File: src/rtl/pzcorebus_request_scheduler_if.sv
// Bus bundle between the requesters, the scheduler and the shared corebus request path.
// The slave modport is the scheduler's view and the master modport is the surroundings' view.
interface pzcorebus_request_scheduler_if #(
    parameter int REQUESTERS = 2
);
    localparam int SEL_WIDTH = $clog2(REQUESTERS);

    logic [REQUESTERS-1:0] i_mcmd_valid;
    logic [REQUESTERS-1:0] i_mcmd_with_data;
    logic [REQUESTERS-1:0] o_scmd_accept;
    logic [REQUESTERS-1:0] i_mdata_valid;
    logic [REQUESTERS-1:0] i_mdata_last;
    logic [REQUESTERS-1:0] o_sdata_accept;
    logic                  o_mcmd_valid;
    logic                  i_scmd_accept;
    logic [SEL_WIDTH-1:0]  o_command_select;
    logic                  o_mdata_valid;
    logic                  o_mdata_last;
    logic                  i_sdata_accept;
    logic [SEL_WIDTH-1:0]  o_data_select;

    modport slave (
        input  i_mcmd_valid, i_mcmd_with_data, i_mdata_valid, i_mdata_last,
        input  i_scmd_accept, i_sdata_accept,
        output o_scmd_accept, o_sdata_accept, o_mcmd_valid, o_command_select,
        output o_mdata_valid, o_mdata_last, o_data_select
    );

    modport master (
        output i_mcmd_valid, i_mcmd_with_data, i_mdata_valid, i_mdata_last,
        output i_scmd_accept, i_sdata_accept,
        input  o_scmd_accept, o_sdata_accept, o_mcmd_valid, o_command_select,
        input  o_mdata_valid, o_mdata_last, o_data_select
    );
endinterface

File: src/rtl/pzcorebus_request_scheduler.sv
// Round-robin command arbiter for a shared corebus request path; write data bursts
// follow the command grant order through a small FIFO of requester indices.
module pzcorebus_request_scheduler #(
    parameter int  REQUESTERS      = 2,
    parameter int  DATA_FIFO_DEPTH = 4,
    localparam int SEL_WIDTH       = $clog2(REQUESTERS)
) (
    input  logic                           i_clk,
    input  logic                           i_rst_n,
    pzcorebus_request_scheduler_if.slave   bus
);
    localparam int                   PTR_W   = $clog2(DATA_FIFO_DEPTH);
    localparam int                   CNT_W   = PTR_W + 1;
    localparam logic [CNT_W-1:0]     DEPTH_C = CNT_W'(DATA_FIFO_DEPTH);
    localparam logic [SEL_WIDTH:0]   REQ_C   = (SEL_WIDTH + 1)'(REQUESTERS);
    localparam logic [SEL_WIDTH-1:0] LAST_C  = SEL_WIDTH'(REQUESTERS - 1);

    logic [SEL_WIDTH-1:0]  rr_ptr_q, rr_ptr_d;
    logic                  lock_q, lock_d;
    logic [SEL_WIDTH-1:0]  cmd_sel_q, cmd_sel_d;
    logic [SEL_WIDTH-1:0]  fifo_q [DATA_FIFO_DEPTH];
    logic [SEL_WIDTH-1:0]  fifo_d [DATA_FIFO_DEPTH];
    logic [PTR_W-1:0]      wr_ptr_q, wr_ptr_d;
    logic [PTR_W-1:0]      rd_ptr_q, rd_ptr_d;
    logic [CNT_W-1:0]      count_q, count_d;

    logic [REQUESTERS-1:0] eligible_s;
    logic [SEL_WIDTH:0]    cand_s;
    logic                  found_s;
    logic [SEL_WIDTH-1:0]  pick_s;
    logic                  mcmd_valid_s;
    logic [SEL_WIDTH-1:0]  command_select_s;
    logic [REQUESTERS-1:0] scmd_accept_s;
    logic                  cmd_ack_s;
    logic                  push_s;
    logic [SEL_WIDTH-1:0]  head_s;
    logic                  empty_s;
    logic                  mdata_valid_s;
    logic                  mdata_last_s;
    logic [REQUESTERS-1:0] sdata_accept_s;
    logic                  pop_s;

    // Command arbitration, lock tracking and round-robin pointer update
    always_comb begin
        eligible_s       = '0;
        cand_s           = '0;
        found_s          = 1'b0;
        pick_s           = rr_ptr_q;
        mcmd_valid_s     = 1'b0;
        command_select_s = cmd_sel_q;
        scmd_accept_s    = '0;
        // Reset gates eligibility so the command side is quiet while i_rst_n is low
        for (int r = 0; r < REQUESTERS; r++) begin
            eligible_s[r] = i_rst_n && bus.i_mcmd_valid[r] &&
                            (!bus.i_mcmd_with_data[r] || (count_q < DEPTH_C));
        end
        for (int i = 0; i < REQUESTERS; i++) begin
            cand_s = {1'b0, rr_ptr_q} + (SEL_WIDTH + 1)'(i);
            if (cand_s >= REQ_C) begin
                cand_s = cand_s - REQ_C;
            end else begin
                cand_s = cand_s;
            end
            if (!found_s && eligible_s[cand_s[SEL_WIDTH-1:0]]) begin
                found_s = 1'b1;
                pick_s  = cand_s[SEL_WIDTH-1:0];
            end else begin
                found_s = found_s;
            end
        end
        if (lock_q) begin
            mcmd_valid_s     = i_rst_n && bus.i_mcmd_valid[cmd_sel_q];
            command_select_s = cmd_sel_q;
        end else if (found_s) begin
            mcmd_valid_s     = 1'b1;
            command_select_s = pick_s;
        end else begin
            mcmd_valid_s     = 1'b0;
            command_select_s = cmd_sel_q;
        end
        cmd_ack_s = mcmd_valid_s && bus.i_scmd_accept;
        for (int r = 0; r < REQUESTERS; r++) begin
            scmd_accept_s[r] = cmd_ack_s && (command_select_s == SEL_WIDTH'(r));
        end
        push_s    = cmd_ack_s && bus.i_mcmd_with_data[command_select_s];
        lock_d    = (lock_q || mcmd_valid_s) && !cmd_ack_s;
        cmd_sel_d = command_select_s;
        if (cmd_ack_s) begin
            rr_ptr_d = (command_select_s == LAST_C) ? {SEL_WIDTH{1'b0}}
                                                    : command_select_s + SEL_WIDTH'(1);
        end else begin
            rr_ptr_d = rr_ptr_q;
        end
    end

    // Data channel steering from the FIFO head and FIFO bookkeeping
    always_comb begin
        head_s         = fifo_q[rd_ptr_q];
        empty_s        = (count_q == {CNT_W{1'b0}});
        mdata_valid_s  = !empty_s && bus.i_mdata_valid[head_s];
        mdata_last_s   = !empty_s && bus.i_mdata_last[head_s];
        sdata_accept_s = '0;
        for (int r = 0; r < REQUESTERS; r++) begin
            sdata_accept_s[r] = !empty_s && bus.i_sdata_accept && (head_s == SEL_WIDTH'(r));
        end
        pop_s  = mdata_valid_s && mdata_last_s && bus.i_sdata_accept;
        fifo_d = fifo_q;
        if (push_s) begin
            fifo_d[wr_ptr_q] = command_select_s;
            wr_ptr_d         = wr_ptr_q + PTR_W'(1);
        end else begin
            wr_ptr_d         = wr_ptr_q;
        end
        rd_ptr_d = pop_s ? (rd_ptr_q + PTR_W'(1)) : rd_ptr_q;
        case ({push_s, pop_s})
            2'b10:   count_d = count_q + CNT_W'(1);
            2'b01:   count_d = count_q - CNT_W'(1);
            default: count_d = count_q;
        endcase
    end

    // State registers
    always_ff @(posedge i_clk or negedge i_rst_n) begin
        if (!i_rst_n) begin
            rr_ptr_q  <= '0;
            lock_q    <= 1'b0;
            cmd_sel_q <= '0;
            wr_ptr_q  <= '0;
            rd_ptr_q  <= '0;
            count_q   <= '0;
            for (int i = 0; i < DATA_FIFO_DEPTH; i++) begin
                fifo_q[i] <= '0;
            end
        end else begin
            rr_ptr_q  <= rr_ptr_d;
            lock_q    <= lock_d;
            cmd_sel_q <= cmd_sel_d;
            wr_ptr_q  <= wr_ptr_d;
            rd_ptr_q  <= rd_ptr_d;
            count_q   <= count_d;
            fifo_q    <= fifo_d;
        end
    end

    assign bus.o_mcmd_valid     = mcmd_valid_s;
    assign bus.o_command_select = command_select_s;
    assign bus.o_scmd_accept    = scmd_accept_s;
    assign bus.o_mdata_valid    = mdata_valid_s;
    assign bus.o_mdata_last     = mdata_last_s;
    assign bus.o_sdata_accept   = sdata_accept_s;
    assign bus.o_data_select    = head_s;

    pzcorebus_request_scheduler_checker #(
        .REQUESTERS      (REQUESTERS),
        .DATA_FIFO_DEPTH (DATA_FIFO_DEPTH)
    ) u_checker (
        .i_clk            (i_clk),
        .i_rst_n          (i_rst_n),
        .i_push           (push_s),
        .i_pop            (pop_s),
        .i_count          (count_q),
        .i_lock           (lock_q),
        .i_command_select (command_select_s),
        .i_scmd_accept    (scmd_accept_s),
        .i_sdata_accept   (sdata_accept_s)
    );
endmodule

// Protocol properties of the scheduler: FIFO overflow/underflow, grant stability, onehot accepts.
module pzcorebus_request_scheduler_checker #(
    parameter int  REQUESTERS      = 2,
    parameter int  DATA_FIFO_DEPTH = 4,
    localparam int SEL_WIDTH       = $clog2(REQUESTERS),
    localparam int CNT_W           = $clog2(DATA_FIFO_DEPTH) + 1
) (
    input logic                  i_clk,
    input logic                  i_rst_n,
    input logic                  i_push,
    input logic                  i_pop,
    input logic [CNT_W-1:0]      i_count,
    input logic                  i_lock,
    input logic [SEL_WIDTH-1:0]  i_command_select,
    input logic [REQUESTERS-1:0] i_scmd_accept,
    input logic [REQUESTERS-1:0] i_sdata_accept
);
    localparam logic [CNT_W-1:0] DEPTH_C = CNT_W'(DATA_FIFO_DEPTH);

    a_no_push_full: assert property (@(posedge i_clk) disable iff (!i_rst_n)
        !(i_push && (i_count == DEPTH_C)));
    a_no_pop_empty: assert property (@(posedge i_clk) disable iff (!i_rst_n)
        !(i_pop && (i_count == {CNT_W{1'b0}})));
    a_lock_stable: assert property (@(posedge i_clk) disable iff (!i_rst_n)
        i_lock |-> $stable(i_command_select));
    a_scmd_onehot0: assert property (@(posedge i_clk) disable iff (!i_rst_n)
        $onehot0(i_scmd_accept));
    a_sdata_onehot0: assert property (@(posedge i_clk) disable iff (!i_rst_n)
        $onehot0(i_sdata_accept));
endmodule

File: src/flat_wrapper.sv
// flat-port wrapper written by rule: the top's interface ports become plain ports
module pzcorebus_request_scheduler_flat 
#(
    parameter int  REQUESTERS      = 2,
    parameter int  DATA_FIFO_DEPTH = 4,
    localparam int SEL_WIDTH       = $clog2(REQUESTERS)
)
  (i_clk, i_rst_n, bus_i_mcmd_valid, bus_i_mcmd_with_data, bus_i_mdata_valid, bus_i_mdata_last, bus_i_scmd_accept, bus_i_sdata_accept, bus_o_scmd_accept, bus_o_sdata_accept, bus_o_mcmd_valid, bus_o_command_select, bus_o_mdata_valid, bus_o_mdata_last, bus_o_data_select);
  pzcorebus_request_scheduler_if #(.REQUESTERS(REQUESTERS)) bus_i ();
  input  logic i_clk;
  input  logic i_rst_n;
  input wire logic [$bits(bus_i.i_mcmd_valid)-1:0] bus_i_mcmd_valid;
  input wire logic [$bits(bus_i.i_mcmd_with_data)-1:0] bus_i_mcmd_with_data;
  input wire logic [$bits(bus_i.i_mdata_valid)-1:0] bus_i_mdata_valid;
  input wire logic [$bits(bus_i.i_mdata_last)-1:0] bus_i_mdata_last;
  input wire logic [$bits(bus_i.i_scmd_accept)-1:0] bus_i_scmd_accept;
  input wire logic [$bits(bus_i.i_sdata_accept)-1:0] bus_i_sdata_accept;
  output wire logic [$bits(bus_i.o_scmd_accept)-1:0] bus_o_scmd_accept;
  output wire logic [$bits(bus_i.o_sdata_accept)-1:0] bus_o_sdata_accept;
  output wire logic [$bits(bus_i.o_mcmd_valid)-1:0] bus_o_mcmd_valid;
  output wire logic [$bits(bus_i.o_command_select)-1:0] bus_o_command_select;
  output wire logic [$bits(bus_i.o_mdata_valid)-1:0] bus_o_mdata_valid;
  output wire logic [$bits(bus_i.o_mdata_last)-1:0] bus_o_mdata_last;
  output wire logic [$bits(bus_i.o_data_select)-1:0] bus_o_data_select;
  assign bus_i.i_mcmd_valid = bus_i_mcmd_valid;
  assign bus_i.i_mcmd_with_data = bus_i_mcmd_with_data;
  assign bus_i.i_mdata_valid = bus_i_mdata_valid;
  assign bus_i.i_mdata_last = bus_i_mdata_last;
  assign bus_i.i_scmd_accept = bus_i_scmd_accept;
  assign bus_i.i_sdata_accept = bus_i_sdata_accept;
  assign bus_o_scmd_accept = bus_i.o_scmd_accept;
  assign bus_o_sdata_accept = bus_i.o_sdata_accept;
  assign bus_o_mcmd_valid = bus_i.o_mcmd_valid;
  assign bus_o_command_select = bus_i.o_command_select;
  assign bus_o_mdata_valid = bus_i.o_mdata_valid;
  assign bus_o_mdata_last = bus_i.o_mdata_last;
  assign bus_o_data_select = bus_i.o_data_select;
  pzcorebus_request_scheduler #(.REQUESTERS(REQUESTERS), .DATA_FIFO_DEPTH(DATA_FIFO_DEPTH)) u_core (.i_clk(i_clk), .i_rst_n(i_rst_n), .bus(bus_i));
endmodule
File: config.mk
export PLATFORM = sky130hd
export DESIGN_NAME = pzcorebus_request_scheduler_flat
export DESIGN_NICKNAME = d
export VERILOG_FILES = /design/src/rtl/pzcorebus_request_scheduler_if.sv /design/src/rtl/pzcorebus_request_scheduler.sv /design/src/flat_wrapper.sv
export SDC_FILE = /design/constraint.sdc
export NUM_CORES = 1
export LEC_CHECK = 0
export ABC_AREA = 1
export CAP_MARGIN = 30
export CORE_MARGIN = 3
export CORE_UTILIZATION = 35
export DETAILED_ROUTE_END_ITERATION = 8
export DONT_BUFFER_PORTS = 1
export SETUP_SLACK_MARGIN = 0.4
export SLEW_MARGIN = 20
export SYNTH_ARGS = -nofsm -noshare
export SYNTH_HDL_FRONTEND = slang
export SYNTH_SLANG_ARGS = --single-unit
File: constraint.sdc
create_clock -name i_clk -period 2.5 [get_ports i_clk]
set_input_delay 0.25 -clock i_clk [delete_from_list [all_inputs] [get_ports i_clk]]
set_output_delay 0.25 -clock i_clk [all_outputs]
set_load 0.03 [all_outputs]
==> flow_results.org, run 1 <==
** Synthesis
- Of the synthesized area, sequential elements account for 37.3%.
- Summing the areas of all and, or, nand and nor instances in the mapped netlist gives 34.8% of the synthesized area.
- Post-synthesis xor/xnor area fraction :: 2.80%
- Number of enable-type register cells in the synthesized netlist :: 0
- Synthesis produced a netlist with a net count of 140.
- In the post-synthesis netlist, the cell with the most instances is nand2_1.
- Counting distinct cell types in the post-synthesis netlist gives 24.
- Post-synthesis register bit count :: 14
- Async set-reset flop share out of synthesis :: 100%
- Count of mapped cells out of synthesis :: 122
- Top cells by instance count after synthesis :: 34 x nand2_1, 19 x inv_1, 14 x dfrtp_1
- Summing the areas of all fa, ha and maj instances in the mapped netlist gives 8.79% of the synthesized area.
- The top cell type by area accounts for 37.3% of the synthesized area.
- By area the synthesized netlist is led by dfrtp_1 37%, nand2_1 14%, inv_1 7.6%, nand3_1 6.9%, ha_1 6.7%.
- dfrtp_1 takes more of the synthesized area than any other cell.
- During synthesis, Yosys emitted a total of 0 warnings.
- The portion of synthesized area spent on multiplexers is 0%.
- Mean instance size in the synthesized netlist :: 7.70 um2
- For this run, the leading register cell type out of synthesis is dfrtp_1.
- Post-synthesis compound-gate area fraction :: 5.73%
- After synthesis, the largest family of logic cells by area is simple AND/OR/NAND/NOR gates.
- Mapped cell area :: 940 um2

** Critical path
- Class of the most critical setup path :: register to register
- Data arrives at the worst endpoint at 2350 ps.
- For flop-to-flop paths, the worst setup slack is 310 ps.
- Crit-path max cell delay :: 420 ps
- Startpoint kind of the worst setup timing path :: register
- The critical path goes through a21oi_1 > nand2_1 > nand2_2 > inv_6 > nand2_4 > nand3_4 > nor2_4 > nand2_2 > inv_2 > ha_4 > inv_2 > fa_2 > a21oi_2 > o21ai_1 > xor2_1.
- Counting both buffers and inverters, the worst setup path holds a total of 3.
- Nature of the critical path endpoint :: register
- For this design, the slowest cell found on the critical path is dfrtp_1.
- Top fanout value on the critical path :: 4
- Grouping stages by cell kind, the critical path spends the most delay in simple AND/OR/NAND/NOR gates.
- At the worst endpoint, the required time is 2660 ps.

** Floorplanning
- Core region area :: 2520 um2
- Height of the chip :: 57.8 um
- 21 I/O pins were placed.
- Die Footprint :: 3340 um2
- Initial core utilization :: 37.3%
- Floorplan row count :: 18
- The floorplan step set the die width to 57.8 um.

** Flow run
- Across the run, the number of max-cap violations was 0.

** STA
- Max-slew violation count :: 0
- The routed design could run at a clock period as short as 2190 ps.
- Setup total negative slack on the finished layout was measured at 0 ps.
- Derived from the worst setup path, the maximum achievable clock frequency is 0.457 GHz.
- Setup repair after global routing missed its margin :: yes
- Worst Clk Skew :: 6.35 ps
- Transition time at the pin with the least slew margin :: 636 ps
- Final count of negative-setup-slack endpoints :: 0
- In the finished design, the share of the clock period the worst path needs comes to 87.6%.
- The worst pin sits at a relative slew slack of 57.5%.
- Number of failing hold endpoints at the final stage :: 0

** Clock tree
- Root buffer cell :: clkbuf_4
- After clock tree synthesis, the clock-pin slew on the worst setup and hold paths is 80 ps.
- Number of H-tree levels :: 1
- CTS tree :: yes
- Total clock buffers created by CTS :: 3
- Clock latency on the worst-skew pair :: 280 ps
- The clock passes through at most 2 buffers.
- The tree built by TritonCTS fans out to 14 sinks.

** Place
- Placer's final routability congestion estimate :: 0.772
- Number of placed instances, taps included :: 154
- Detailed placement finished with a half-perimeter wire length of 1410 um.
- Port Buffers :: 0

** Routing
- Drc violations :: 0
- After detailed routing, the average wire length per cell comes to 11.0 um.
- The count of nets left with antenna violations once routing finished came out at 0.
- Summing over every cut layer, the via total after detailed routing is 763.
- The first detailed-routing pass took 4 iterations.
- Vias per std cell :: 4.68
- The detailed router finished its first iteration with 7 violations.
- Post-Route WL :: 1790 um

** Pwr
- The analysis attributes to cell leakage a power of 0.581 nW.
- Power density over the cells :: 1400 nW/um2
- Peak supply drop :: 0.000559 V

** Final layout
- Layout Nets :: 152
- Non-filler instance count after layout :: 163
- Cells fill 43.5% of the core in the end.
- The number of antenna diodes in the final layout is 0.
- Relative area change from synthesis to final layout :: 16.8%
- Share of layout cells above drive strength 1 :: 24.8%
- Number of filler instances in the final layout :: 262

** Global route
- Global routing consumed, on the met1 layer, 15.4% of the routing resources.
- For met3 alone, demand over resource in global routing was 4.68%.
- Global-route wire length before repair :: 3330 um
- The initial antenna violation count is 0.
- GRT Max-Usage Layer :: met2
- Fraction of met2 tracks used by global routing :: 20.8%
- Vias in the first global route :: 769
- Overall Global Routing Usage :: 12.5%
- Summed over all layers, the global routing overflow is 0.
- Entering global routing, the biggest net connects 15 pins.

** Min path
- Class of the worst hold path :: input port to register

** Run status
- The flow ran to the end, and the final reports show no timing, DRC or antenna violations.
-- power breakdown --
part | internal (mW) | switching [mW]
clock network | 0.0886 | 0.0758
logic | 0.328 | 0.634
registers | 0.336 | 0.0778
total | 0.753 | 0.788
-- placed cells by master, fill, tap and decap left out --
| cell | netlist | routed |
|---|---|---|
| clkbuf_4 | 0 | 3 |
| dlygate4sd3_1 | 0 | 1 |
| nor2_2 | 2 | 1 |
| clkbuf_8 | 0 | 1 |
| nor2_4 | 2 | 3 |
| ha_1 | 5 | 4 |
| nand3_4 | 1 | 1 |
| o21ai_1 | 2 | 3 |
| nor2_1 | 4 | 4 |
| fa_2 | 0 | 1 |
| ha_4 | 0 | 1 |
| xnor2_1 | 1 | 1 |
| inv_1 | 19 | 16 |
| nor3_1 | 1 | 1 |
| dfrtp_1 | 14 | 14 |
| nand4_1 | 4 | 4 |
| o21ai_2 | 1 | 2 |
| inv_6 | 0 | 1 |
| nand2_1 | 34 | 33 |
| xor2_1 | 2 | 2 |
| nand2_4 | 1 | 1 |
| nand2_2 | 4 | 5 |
| a21oi_1 | 2 | 1 |
| a21oi_2 | 0 | 1 |
| buf_4 | 1 | 8 |
| nand3_1 | 13 | 13 |
| o21ai_0 | 5 | 3 |
| inv_2 | 1 | 4 |
-- what timing repair did --
action	in CTS	in global routing
endpoints found under the hold margin	14	0
gates resized for setup	0	3
hold buffers	1	0
setup buffers	3	1
pin swaps	1	1
setup endpoints to repair	2	2
-- layer usage --
layer  wire [um]  vias up
li1            -      405
met1         815      348
met2         880        8
met3          77        2
met4          14        0
met5           0        -
-- path summary, 6_finish.rpt --
| check | start | endpoint | cells after the start |
|---|---|---|---|
| max reg2reg | u_core.rd_ptr_q[0] | u_core.count_q[2] | 15 |
| max in group asynchronous | i_rst_n | u_core.rd_ptr_q[0] | 1 |
| min in group asynchronous | i_rst_n | u_core.cmd_sel_q | 1 |
| max | u_core.rd_ptr_q[0] | u_core.count_q[2] | 15 |
| min reg2reg | u_core.count_q[0] | u_core.count_q[0] | 1 |
| min | bus_i_scmd_accept | register | 1 |
-- registers in the layout (all words and copies together), names as in the netlist, named ones only --
register,flops
u_core.count_q,3
u_core.wr_ptr_q,2
u_core.rr_ptr_q,1
u_core.cmd_sel_q,1
u_core.rd_ptr_q,2
u_core.fifo_q,4
-- worst register-to-register path, delay by kind of cell (launching register included) --
family / cells / cell delay (ps)
AO/OA/AOI/OAI: 3 / 330
XOR/XNOR: 1 / 150
adder cells (fa/ha/maj): 2 / 460
buffers and inverters: 3 / 190
flip-flops: 1 / 420
AND/OR/NAND/NOR: 6 / 520
-- logic make-up (layout without fill, tap and decap cells) --
family / count (synthesis) / in the layout
AND/OR/NAND/NOR: 66 / 66
buffers and inverters: 23 / 34
AO/OA/AOI/OAI: 10 / 10
adder cells (fa/ha/maj): 6 / 6
XOR/XNOR: 3 / 3
flip-flops: 14 / 14
-- per-stage QoR --
step                hold WS, ps  total power, mW  setup slack, ps  area (um2)
finish                     86.2             1.54              310        1100
CTS                        74.0             1.54              297        1080
floorplan                 -45.6             1.18              317         966
detailed placement        -45.1             1.32              263        1010
global route               91.7             1.70              114        1100
global placement          -45.1             1.30              311        1010
-- layout make-up --
class	instances	area [um2]	area share, %
well taps	30	37.5	3.42
repair buffers	9	70.1	6.39
multi-input cells	85	519	47.3
clock buffers	4	36.3	3.31
inverters	21	83.8	7.64
flip-flops and latches	14	350	31.9
No activity file was read; power rests on OpenSTA's default activity.
==> run 2: changes to the inputs <==
--- a/config.mk
+++ b/config.mk
@@ -8,9 +8,10 @@
 export ABC_AREA = 1
 export CAP_MARGIN = 30
 export CORE_MARGIN = 3
-export CORE_UTILIZATION = 35
+export CORE_UTILIZATION = 60
 export DETAILED_ROUTE_END_ITERATION = 8
 export DONT_BUFFER_PORTS = 1
+export PLACE_DENSITY = 0.76
 export SETUP_SLACK_MARGIN = 0.4
 export SLEW_MARGIN = 20
 export SYNTH_ARGS = -nofsm -noshare
==> flow_results.org, run 2 (synthesis gave the netlist of run 1 again) <==
** Run status
- The flow ran to the end, and the final reports show no timing, DRC or antenna violations.

** Critical path
- The worst setup path is launched from a register.
- The critical path starts at u_core.rd_ptr_q[0].
- WP data arrival :: 2390 ps
- Across all register-to-register paths, the minimum setup slack is 280 ps.
- Worst endpoint required time :: 2670 ps
- Nature of the critical path endpoint :: register
- Worst reg2reg path endpoint :: u_core.count_q[2]
- Along the worst path, the maximum fanout reaches 5.
- Number of cells on the worst reg-to-reg path :: 15
- Reg2reg start :: u_core.rd_ptr_q[0]
- Class of the most critical setup path :: register to register

** Global route
- Overall Global Routing Usage :: 20.0%
- The initial antenna violation count came to 0.
- Pin count of the biggest net entering global routing :: 15
- The number of global-route vias before repair came to 718.
- The total overflow left after global routing is 0.
- Global-route wire length before repair :: 2940 um

** Final layout
- Post-layout util :: 79.7%
- Compared with the post-synthesis result, the final layout area differs by 17.3%.
- The number of antenna diodes in the final layout is 0.
- Leading cell type in the layout, fill and taps excluded :: nand2_1
- At the end of the flow, the number of nets in the layout was 153.
- In the layout the commonest cells are 30 x nand2_1, 16 x inv_1, 14 x dfrtp_1, 12 x nand3_1, 9 x buf_4.
- Largest register by flop count :: u_core.fifo_q
- Share of layout cells above drive strength 1 :: 29.3%
- In the final layout, the registers with the most flip-flops are u_core.fifo_q x4, u_core.count_q x3.
- Number of flip-flops in the largest register :: 4

** STA
- The total count of max-transition violations in the final report was 0.
- After layout, the worst path uses 88.7% of the clock period.
- Derived from the worst setup path, the maximum achievable clock frequency is 0.451 GHz.
- Final total negative setup slack :: 0 ps
- Setup repair after global routing missed its margin :: yes
- The clock period could shrink to 2220 ps.
- Final hold analysis gives a worst-case slack of 74.8 ps.
- Number of failing hold endpoints at the final stage :: 0
- At the pin with the least slew margin, the transition time is 606 ps.
- Final count of negative-setup-slack endpoints :: 0
- The worst pin sits at a relative slew slack of 59.5%.
- Post-route worst setup slack :: 281 ps
- Worst Clk Skew :: 7.98 ps

** Min path
- Cell depth of the worst hold path :: 1
- Class of the worst hold path :: input port to register
- The worst hold path begins at bus_i_scmd_accept.

** Pwr
- Power density over the cells :: 1430 nW/um2
- Static Leak :: 0.586 nW
- IR analysis of the VDD net gives a maximum drop of 0.000761 V.

** Floorplanning
- Die X :: 45.6 um
- Row generation in the floorplan step produced 13 rows.
- The total area inside the core boundary comes to 1380 um2.
- Boundary pin count :: 21
- Die Footprint :: 2080 um2
- Initial core utilization :: 68.0%
- Height of the chip :: 45.6 um

** Place
- Detailed placement finished with a half-perimeter wire length of 1340 um.
- The count of buffers added on input and output ports is 0.
- The congestion estimate from routability-driven global placement came to 0.771.
- Timing analysis after detailed placement gives a worst setup slack of 257 ps.

** Routing
- Vias per std cell :: 5.34
- Dividing the detail-routed wire length by the instance count gives 11.6 um.
- The first detailed-routing pass ran for 4 iterations.
- Via total after detailed routing :: 790
- The detail route stage leaves a number of antenna-violating nets equal to 0.
- After detailed routing, the total wire length is 1720 um.
- For this run, design rule violations remaining after detail routing come to 0.
- After the first detailed-routing iteration, the DRC count stood at 7.

** Clock tree
- Root buffer cell :: clkbuf_4
- Reg clk slew, reported paths :: 80 ps
- Clock latency on the worst-skew pair :: 280 ps
- Max Root-Sink Buffers :: 2
- CTS saw 14 sinks.
- Number of H-tree levels :: 1
- TritonCTS built the clock tree.
- Buffers inserted during clock tree synthesis total 3.

** Flow run
- Number of max-capacitance violations reported :: 0
[run 2: changes by cell type in the layout (fill, tap and decap cells not counted), sizes merged]
cell and delta:
buf +1, clkbuf -1
[run 2: area by class of cell]
class                           instances  area (um2)
Clock buffer                            3        22.5
Fill cell                              97         280
Inverter                               21        88.8
Multi-Input combinational cell         85         544
Sequential cell                        14         350
Tap cell                               15        18.8
Timing Repair Buffer                   10        77.6
[run 2: power by group]
part | internal (mW) | leakage (nW) | switching [mW] | total, mW
sequential | 0.337 | 0.172 | 0.0887 | 0.425
combinational | 0.360 | 0.401 | 0.669 | 1.03
clock | 0.0558 | 0.0138 | 0.0692 | 0.125
total | 0.752 | 0.586 | 0.826 | 1.58
[run 2: critical path, stage by stage (launching register included)]
cell     delay (ps)
dfrtp_1         440
a21oi_2         150
nand2_2          70
nand2_4         120
inv_8            70
nand2_4          60
nand3_4          70
nor2_4          100
nand2_2          80
inv_2            70
ha_4            130
inv_4            40
fa_2            350
a21oi_2         150
o21ai_2          70
xor2_1          140
[run 2: per-layer routing]
metal  routed length [um]  vias up  track usage, %
met1                  778      363            26.5
li1                     -      407               -
met4                   22        0            8.77
met5                    0        -               0
met3                   92        2            4.74
met2                  827       18            30.6
[run 2: how the worst max path moves through the flow]
| stage | endpoint | slack [ps] |
|---|---|---|
| after floorplan | u_core.count_q[2] | 320 |
| after global placement | u_core.count_q[2] | 320 |
| after detailed placement | u_core.count_q[2] | 260 |
| after CTS | u_core.count_q[2] | 300 |
| after global routing | u_core.count_q[2] | 120 |
| final | u_core.count_q[2] | 280 |
[run 2: metrics by stage]
step / instance area, um2 / std cells / power (mW)
6_report: 1100 / 148 / 1.58
5_1_grt: 1100 / 148 / 1.74
4_1_cts: 1050 / 146 / 1.49
3_5_place_dp: 996 / 139 / 1.32
3_3_place_gp: 996 / 139 / 1.29
2_1_floorplan: 966 / 122 / 1.18
[run 2: repair_timing]
| item | in CTS | in global routing |
|---|---|---|
| resized for setup | 0 | 13 |
| setup endpoints to repair | 2 | 2 |
| buffers inserted | 3 | 2 |
| hold buffers | 1 | 0 |
| pin swaps | 1 | 2 |
| endpoints found under the hold margin | 14 | 0 |
